## src/rtl/tile_addr_gen.sv

```systemverilog
// 2x2 output-tile operand address generator for the matmul datapath.
// Walks k innermost, then j, then i; emits four registered A/B addresses per beat.
module tile_addr_gen #(
    parameter int ADDR_W = 8,
    parameter int M_DIM  = 8,
    parameter int N_DIM  = 8,
    parameter int K_DIM  = 8
) (
    input  logic                    clk,
    input  logic                    reset,
    input  logic                    start,
    input  logic                    abort,
    input  logic [ADDR_W-1:0]       base_a,
    input  logic [ADDR_W-1:0]       base_b,
    input  logic                    a_colmaj,
    input  logic                    b_colmaj,
    input  logic                    out_ready,
    output logic                    out_valid,
    output logic [ADDR_W-1:0]       addr_a0,
    output logic [ADDR_W-1:0]       addr_a1,
    output logic [ADDR_W-1:0]       addr_b0,
    output logic [ADDR_W-1:0]       addr_b1,
    output logic [$clog2(M_DIM):0]  tile_i,
    output logic [$clog2(N_DIM):0]  tile_j,
    output logic                    k_first,
    output logic                    k_last,
    output logic                    busy,
    output logic                    done
);

    localparam int IW = $clog2(M_DIM) + 1;
    localparam int JW = $clog2(N_DIM) + 1;
    localparam int KW = $clog2(K_DIM) + 1;

    localparam logic [IW-1:0] I_LAST = IW'(M_DIM - 2);
    localparam logic [JW-1:0] J_LAST = JW'(N_DIM - 2);
    localparam logic [KW-1:0] K_LAST = KW'(K_DIM - 1);

    typedef enum logic {
        IDLE,
        RUN
    } state_t;

    state_t              state_q, state_d;
    logic [IW-1:0]       i_q, i_d;
    logic [JW-1:0]       j_q, j_d;
    logic [KW-1:0]       k_q, k_d;
    logic [ADDR_W-1:0]   base_a_q, base_a_d;
    logic [ADDR_W-1:0]   base_b_q, base_b_d;
    logic                a_colmaj_q, a_colmaj_d;
    logic                b_colmaj_q, b_colmaj_d;
    logic                valid_q, valid_d;
    logic [ADDR_W-1:0]   a0_q, a0_d, a1_q, a1_d;
    logic [ADDR_W-1:0]   b0_q, b0_d, b1_q, b1_d;
    logic                k_first_q, k_first_d;
    logic                k_last_q, k_last_d;
    logic                done_q, done_d;

    logic                fire, last_beat, load_beat, clear_run;
    logic [ADDR_W-1:0]   ext_i, ext_j, ext_k, a0_n, b0_n;

    always_comb begin
        // NOTE: every variable gets a default first so no path leaves one unassigned (no latches).
        state_d    = state_q;
        i_d        = i_q;
        j_d        = j_q;
        k_d        = k_q;
        base_a_d   = base_a_q;
        base_b_d   = base_b_q;
        a_colmaj_d = a_colmaj_q;
        b_colmaj_d = b_colmaj_q;
        valid_d    = valid_q;
        a0_d       = a0_q;
        a1_d       = a1_q;
        b0_d       = b0_q;
        b1_d       = b1_q;
        k_first_d  = k_first_q;
        k_last_d   = k_last_q;
        done_d     = 1'b0;
        load_beat  = 1'b0;
        clear_run  = 1'b0;

        fire      = valid_q && out_ready;
        last_beat = (i_q == I_LAST) && (j_q == J_LAST) && (k_q == K_LAST);

        case (state_q)
            IDLE: begin
                if (start && !abort) begin
                    base_a_d   = base_a;
                    base_b_d   = base_b;
                    a_colmaj_d = a_colmaj;
                    b_colmaj_d = b_colmaj;
                    i_d        = '0;
                    j_d        = '0;
                    k_d        = '0;
                    state_d    = RUN;
                    load_beat  = 1'b1;
                end
            end
            RUN: begin
                if (abort) begin
                    state_d   = IDLE;
                    clear_run = 1'b1;
                end else if (fire) begin
                    if (last_beat) begin
                        state_d   = IDLE;
                        clear_run = 1'b1;
                        done_d    = 1'b1;
                    end else begin
                        load_beat = 1'b1;
                        if (k_q == K_LAST) begin
                            k_d = '0;
                            if (j_q == J_LAST) begin
                                j_d = '0;
                                i_d = i_q + IW'(2);
                            end else begin
                                j_d = j_q + JW'(2);
                            end
                        end else begin
                            k_d = k_q + KW'(1);
                        end
                    end
                end
            end
            default: state_d = IDLE;
        endcase

        if (clear_run) begin
            i_d = '0;
            j_d = '0;
            k_d = '0;
        end

        // Addresses for the beat being loaded, from the next counters and latched modes.
        ext_i = ADDR_W'(i_d);
        ext_j = ADDR_W'(j_d);
        ext_k = ADDR_W'(k_d);
        a0_n  = a_colmaj_d ? base_a_d + ext_k * ADDR_W'(M_DIM) + ext_i
                           : base_a_d + ext_i * ADDR_W'(K_DIM) + ext_k;
        b0_n  = b_colmaj_d ? base_b_d + ext_j * ADDR_W'(K_DIM) + ext_k
                           : base_b_d + ext_k * ADDR_W'(N_DIM) + ext_j;

        if (load_beat) begin
            valid_d   = 1'b1;
            a0_d      = a0_n;
            a1_d      = a0_n + (a_colmaj_d ? ADDR_W'(1) : ADDR_W'(K_DIM));
            b0_d      = b0_n;
            b1_d      = b0_n + (b_colmaj_d ? ADDR_W'(K_DIM) : ADDR_W'(1));
            k_first_d = (k_d == '0);
            k_last_d  = (k_d == K_LAST);
        end else if (clear_run) begin
            valid_d   = 1'b0;
            a0_d      = '0;
            a1_d      = '0;
            b0_d      = '0;
            b1_d      = '0;
            k_first_d = 1'b0;
            k_last_d  = 1'b0;
        end
    end

    // NOTE: sequential state uses non-blocking assignments so all flops update together.
    always_ff @(posedge clk or posedge reset) begin
        if (reset) begin
            state_q    <= IDLE;
            i_q        <= '0;
            j_q        <= '0;
            k_q        <= '0;
            base_a_q   <= '0;
            base_b_q   <= '0;
            a_colmaj_q <= 1'b0;
            b_colmaj_q <= 1'b0;
            valid_q    <= 1'b0;
            a0_q       <= '0;
            a1_q       <= '0;
            b0_q       <= '0;
            b1_q       <= '0;
            k_first_q  <= 1'b0;
            k_last_q   <= 1'b0;
            done_q     <= 1'b0;
        end else begin
            state_q    <= state_d;
            i_q        <= i_d;
            j_q        <= j_d;
            k_q        <= k_d;
            base_a_q   <= base_a_d;
            base_b_q   <= base_b_d;
            a_colmaj_q <= a_colmaj_d;
            b_colmaj_q <= b_colmaj_d;
            valid_q    <= valid_d;
            a0_q       <= a0_d;
            a1_q       <= a1_d;
            b0_q       <= b0_d;
            b1_q       <= b1_d;
            k_first_q  <= k_first_d;
            k_last_q   <= k_last_d;
            done_q     <= done_d;
        end
    end

    assign out_valid = valid_q;
    assign addr_a0   = a0_q;
    assign addr_a1   = a1_q;
    assign addr_b0   = b0_q;
    assign addr_b1   = b1_q;
    assign tile_i    = i_q;
    assign tile_j    = j_q;
    assign k_first   = k_first_q;
    assign k_last    = k_last_q;
    assign busy      = (state_q == RUN);
    assign done      = done_q;

endmodule

```

## config.mk

```make
export PLATFORM = sky130hd
export DESIGN_NAME = tile_addr_gen
export DESIGN_NICKNAME = d
export VERILOG_FILES = /design/src/rtl/tile_addr_gen.sv
export SDC_FILE = /design/constraint.sdc
export NUM_CORES = 1
export LEC_CHECK = 0
export ABC_AREA = 1
export CAP_MARGIN = 40
export CORE_MARGIN = 4
export CORE_UTILIZATION = 25
export CTS_CLUSTER_SIZE = 25
export DETAILED_ROUTE_END_ITERATION = 8
export PLACE_DENSITY = 0.47
export SYNTH_ARGS = -nofsm -noshare
export SYNTH_HDL_FRONTEND = slang
export SYNTH_SLANG_ARGS = --single-unit
```

## constraint.sdc

```tcl
create_clock -name clk -period 5.24 [get_ports clk]
set_input_delay 0.524 -clock clk [delete_from_list [all_inputs] [get_ports clk]]
set_output_delay 0.524 -clock clk [all_outputs]
set_load 0.02 [all_outputs]
```

Word-level counts from Yosys, hierarchy flattened:

Cells that the tools add are included.

* register bits: 67
* bits of input ports: 23
* output and inout port bits: 45
* logic and storage cells: 99

* $add $sub $neg: 13
* eq/ne operators: 4
* muxes and demuxes: 58
* bitwise operators: 1
* reductions and logical operators: 7

Operators by type and width (count)
* two-way mux 4 bit: 22
* two-way mux 8 bit: 11
* adder 8 x 4 -> 8 bit: 6
* adder 8 x 7 -> 8 bit: 4
* one-hot mux 4 bit (2 select lines): 3
* two-way mux 1 bit: 20
* equality test 4 x 3 -> 1 bit (second input constant): 4
* adder 4 x 2 -> 4 bit (second input constant): 2
* adder 4 x 1 -> 4 bit (second input constant): 1
* logical AND 1 bit: 4
* logical NOT 4 bit: 1
* one-hot mux 1 bit (2 select lines): 2
* nonzero test 2 bit: 1
* logical NOT 1 bit: 1
* inverter 1 bit: 1

Depth between registers and ports, before layout:

Gate-level depths: netlist (run 1).

* depth in word-level cells: 13
* gate-level depth with buffers: 26
* mapped depth without buffers: 26

Worst setup path after synthesis (run 1):

No wires, ideal clock.

* path type: register to register
* start: reg valid_q (netlist: out_valid)
* end: reg b1_q[6] (netlist: addr_b1[6])
* setup time: 0.117 ns
* arrival time: 3.807 ns
* required time: 5.123 ns
* setup slack: 1.316 ns
* cell stages (with the launch flop): 25
* buffers on the path: 0
* period minus slack after synthesis: 3.924 ns
* cell sequence: dfrtp_1 nand2_1 nor2_1 inv_2 nor2_2 inv_1 nor2_2 nand2_1 xor2_1 inv_1 a22oi_1 fa_1 inv_1 ha_1 or2_2 nand3_1 o21ai_0 ha_1 nand2_1 inv_1 nand3_1 a21oi_1 nand3_1 nand3_1 nand2_1

* longest elaborated chain between the ends: 10
* elaborated cells on any way between the ends: 23
* those cells by class: add/sub (5); mux (16); reduce/logical (2)

RTL lines
* start: declaration: RTL line 52 `logic valid_q, valid_d;`
* start signal: assignment: RTL line 190 `valid_q <= valid_d;`
* logical AND 1 bit *: RTL line 83 `fire = valid_q && out_ready;`
* two-way mux 4 bit or two-way mux 1 bit (tied branches): RTL line 104 `end else if (fire) begin`
* two-way mux 4 bit or two-way mux 1 bit (tied branches): RTL line 101 `if (abort) begin`
* one-hot mux 4 bit (2 select lines) or two-way mux 1 bit (tied branches): RTL line 86 `case (state_q)`
* two-way mux 4 bit: RTL line 128 `if (clear_run) begin`
* adder 8 x 7 -> 8 bit, on equally long branches: RTL line 141, 140
* adder 8 x 4 -> 8 bit, on equally long branches: RTL line 141, 140
* two-way mux 8 bit: RTL line 140 `b0_n = b_colmaj_d ? base_b_d + ext_j * ADDR_W'(K_DIM) + ext_k`
* adder 8 x 4 -> 8 bit: RTL line 148 `b1_d = b0_n + (b_colmaj_d ? ADDR_W'(K_DIM) : ADDR_W'(1));`
* two-way mux 8 bit: RTL line 143 `if (load_beat) begin`
* end signal: assignment: RTL line 177 `b1_q <= '0;`
* end signal: assignment: RTL line 194 `b1_q <= b1_d;`
* end: declaration: RTL line 54 `logic [ADDR_W-1:0] b0_q, b0_d, b1_q, b1_d;`

Every way passes the cells marked *; elsewhere a longest branch is shown, timed or not.
A chain may end at the register's enable or synchronous reset.

Worst setup path in the final report (run 1):

* start: in out_ready
* end: reg b1_q[6] (netlist: addr_b1[6])

* longest elaborated chain between the ends: 10
* elaborated cells on any way between the ends: 23
* those cells by class: add/sub (5); mux (16); reduce/logical (2)

RTL lines
* start: declaration: RTL line 17 `input logic out_ready,`
* logical AND 1 bit *: RTL line 83
* two-way mux 4 bit or two-way mux 1 bit (tied branches): RTL line 104
* two-way mux 4 bit or two-way mux 1 bit (tied branches): RTL line 101
* one-hot mux 4 bit (2 select lines) or two-way mux 1 bit (tied branches): RTL line 86
* two-way mux 4 bit *: RTL line 128
* net j_d[1]: RTL line 46 `logic [JW-1:0] j_q, j_d;`
* adder 8 x 7 -> 8 bit: RTL line 140
* adder 8 x 4 -> 8 bit: RTL line 140
* two-way mux 8 bit *: RTL line 140
* adder 8 x 4 -> 8 bit *: RTL line 148
* two-way mux 8 bit *: RTL line 143

Mark *: on every way through the listed nets, which the timed path passes. The rest lies on a longest branch.

==> impl_metrics.ini, run 1 <==
[cts]
cts_setup_buffers = 0
cts-buffers-inserted = 9
clockBufferDepth = 2
ctsResizeCount = 0
cts_tree = done
postCtsHoldBufs = 0
clk_pin_slew_ps = 50
clock_sinks = 67
htreeDepth = 3
cts_root_buffer = clkbuf_16
insertion_delay_ps = 340

[synth]
synthSimpleGateAreaFrac_pct = 33.4
synth_edf_count = 0
ys_types = 42
synth.mux.area_fraction_pct = 0
ys_top_cells_by_area = dfrtp_1 (33%), nand2_1 (17%), ha_1 (14%)
syn_inst = 683
yosysTopAreaCell = dfrtp_1
synth-compound-area-share_pct = 7.83
synth-seq-area-share_pct = 33.0
synthXorXnorAreaFrac_pct = 0.689
ys.flop_type = dfrtp_1
async_flop_share_pct = 100
synth.cell_area_um2 = 5080
synthDominantCellAreaShare_pct = 33.0
ys_ff_latch = 67
synth.avg_cell_area_um2 = 7.44
yosys_warnings = 0
synth_nets = 769
synth_top_family_by_area = simple AND/OR/NAND/NOR gates
synth_fa_ha_area_share_pct = 16.7

[sta]
slew_viol_final = 0
worst_pin_slew_ps = 636
period_minus_slack_ps = 4490
whs_ps = 479
setup_tns_ps = 0
clock.fmax_ghz = 0.222
slew_headroom_pct = 57.1
setup_violations = 0
rsz0062_at_grt = no
period_share_pct = 85.8
final_hold_viol_count = 0
finClkSkew_ps = 9.68

[worst_setup_path]
crit_path_start_kind = input port
cp_max_fo = 4
r2r_slack_ps = 880
crit_path_end_kind = flip-flop
reg2reg_from = k_q[0]
worst-r2r-cell-count = 23
crit_type = in -> reg
setup.worst_path.end = addr_b1[6]
worstPathRequired_ps = 5460
crit_arrival_ps = 4720
cp-startpoint = out_ready
r2r-end = addr_b1[6]

[grt]
grt_use_total_pct = 13.8
grt-ovfl-total = 0
grt_pass1_wl_mm = 24.4
grt_max_degree = 52
grt_pass1_vias = 4757
antenna_found_initial = 0

[place]
io_buffers = 67
dp_hpwl_mm = 11.5
post_dp_cell_area_um2 = 6090
gp_congestion = 0.830

[outcome]
outcome = finished clean

[power_and_ir_drop]
switching_share_pct = 36.3
power.leakage_nw = 3.33
p_clk_share_pct = 29.8
ir_drop_v = 0.000151
p_int_mw = 1.29
power_frac_seq_pct = 32.7
power_switching_mw = 0.738
p_comb_share_pct = 37.5
power.density_nw_per_um2 = 318

[drt]
vias = 4523
drt_pass1_iterations = 4
drt-wirelength-per-cell_um = 14.1
via_per_inst = 4.40
remaining_drc_errors = 0
first_iter_violations = 229
ant_nets = 0
finalWirelength_mm = 14.5

[layout]
final_cell_area_um2 = 6380
mostFrequentLayoutCells = nand2_1 (228), inv_1 (84), dfrtp_1 (67), clkdlybuf4s50_1 (67)
layout-drive-gt1-share_pct = 8.12
final_nets = 845
antenna_cells = 0
syn2layout_area_growth_pct = 25.5
final_core_util_pct = 32.4
final_common_cell = nand2_1

[floorplan]
die_y_um = 151
coreArea_um2 = 19700
ios = 68
dieArea_um2 = 22700
row_count = 51
start_util_pct = 25.8
die_w_um = 151

[worst_hold_path]
hp-start = addr_a0[4]
hold_path.class = reg -> reg

[flow_run]
maxCapViolations = 0
## through the flow
stage | power (mW) | setup WS (ps) | cells
after floorplan | 1.15 | 1320 | 683
after global placement | 1.45 | 515 | 1012
after detailed placement | 1.45 | 425 | 1013
after CTS | 2.08 | 757 | 1029
after global routing | 2.19 | 348 | 1029
final | 2.03 | 745 | 1029
## flip-flops by register name (all words and copies together), names as in the netlist, 4 cells and up
name      flops
addr_a0       8
addr_a1       8
addr_b0       8
addr_b1       8
base_a_q      8
base_b_q      8
k_q           4
tile_i        4
tile_j        4
## worst max-delay path, cell delays in order
cell and delay, ps:
clkdlybuf4s50_1 510, nand2_1 90, nor2_1 240, inv_2 70, nor2_2 130, inv_1 110, nor2_2 180, nand2_1 80
or2_0 210, a21oi_1 300, ha_1 300, ha_1 220, inv_1 70, fa_1 180, inv_1 60, or2_2 270
nand3_1 80, o21ai_0 110, ha_1 350, nand2_1 60, inv_1 50, nand3_1 100, a21oi_1 170, nand3_1 90
nand3_1 80, nand2_1 60
## synth_stat cells (2+ instances only)
library cell,number
nand2_1,228
inv_1,85
dfrtp_1,67
ha_1,55
nand3_1,55
nor2_1,36
o21ai_0,29
a21oi_1,19
nand4_1,12
nand2_2,9
a22o_1,8
fa_1,8
inv_2,8
nand3b_1,8
nor3_1,6
clkbuf_1,5
or2_2,5
nand3_2,4
nor2_2,4
buf_6,3
nand2_4,3
o21ai_1,3
nand4_2,2
xnor2_1,2
xor2_1,2
## worst min-delay path by stage
stage / slack, ps / depth (start not counted) / endpoint
after floorplan: 440 / 2 / base_b_q[3]
after global placement: 460 / 2 / base_b_q[3]
after detailed placement: 470 / 2 / addr_a1[6]
after CTS: 490 / 2 / k_first
after global routing: 500 / 2 / addr_a0[4]
final: 480 / 2 / addr_a0[4]
## power groups by stage
stage | combinational [mW] | clock [mW] | sequential [mW]
finish | 0.763 | 0.605 | 0.664
global route | 0.866 | 0.647 | 0.675
CTS | 0.782 | 0.629 | 0.665
detailed placement | 0.778 | 0 | 0.673
global placement | 0.776 | 0 | 0.674
floorplan | 0.411 | 0 | 0.742
## final cells by class
class	count	area [µm²]
Timing Repair Buffer	76	758
Clock buffer	14	254
Tap cell	265	332
Fill cell	2094	13300
Multi-Input combinational cell	512	2980
Clock inverter	2	35.0
Sequential cell	67	1680
Inverter	93	349
## routing by layer
metal	vias up	wire, µm	GRT usage (%)
met2	54	7360	25.3
li1	2369	-	-
met1	2082	6530	16.5
met3	18	431	2.95
met4	0	204	3.13
met5	-	0	0
## cells by family after synthesis
logic type / Yosys count
xor+xnor: 4
compound gates: 67
fa+ha+maj: 63
buf+inv: 104
simple gates: 378
flops: 67
Note: power is estimated with default switching activity, not from simulation.
==> run 2, diff against run 1 <==
--- a/config.mk
+++ b/config.mk
@@ -11,6 +11,7 @@
 export CORE_UTILIZATION = 25
 export CTS_CLUSTER_SIZE = 25
 export DETAILED_ROUTE_END_ITERATION = 8
+export HOLD_SLACK_MARGIN = 0.02
 export PLACE_DENSITY = 0.47
 export SYNTH_ARGS = -nofsm -noshare
 export SYNTH_HDL_FRONTEND = slang
==> results of run 2 <==
Same layout as run 1: the final DEF is identical, and so are final timing and power.
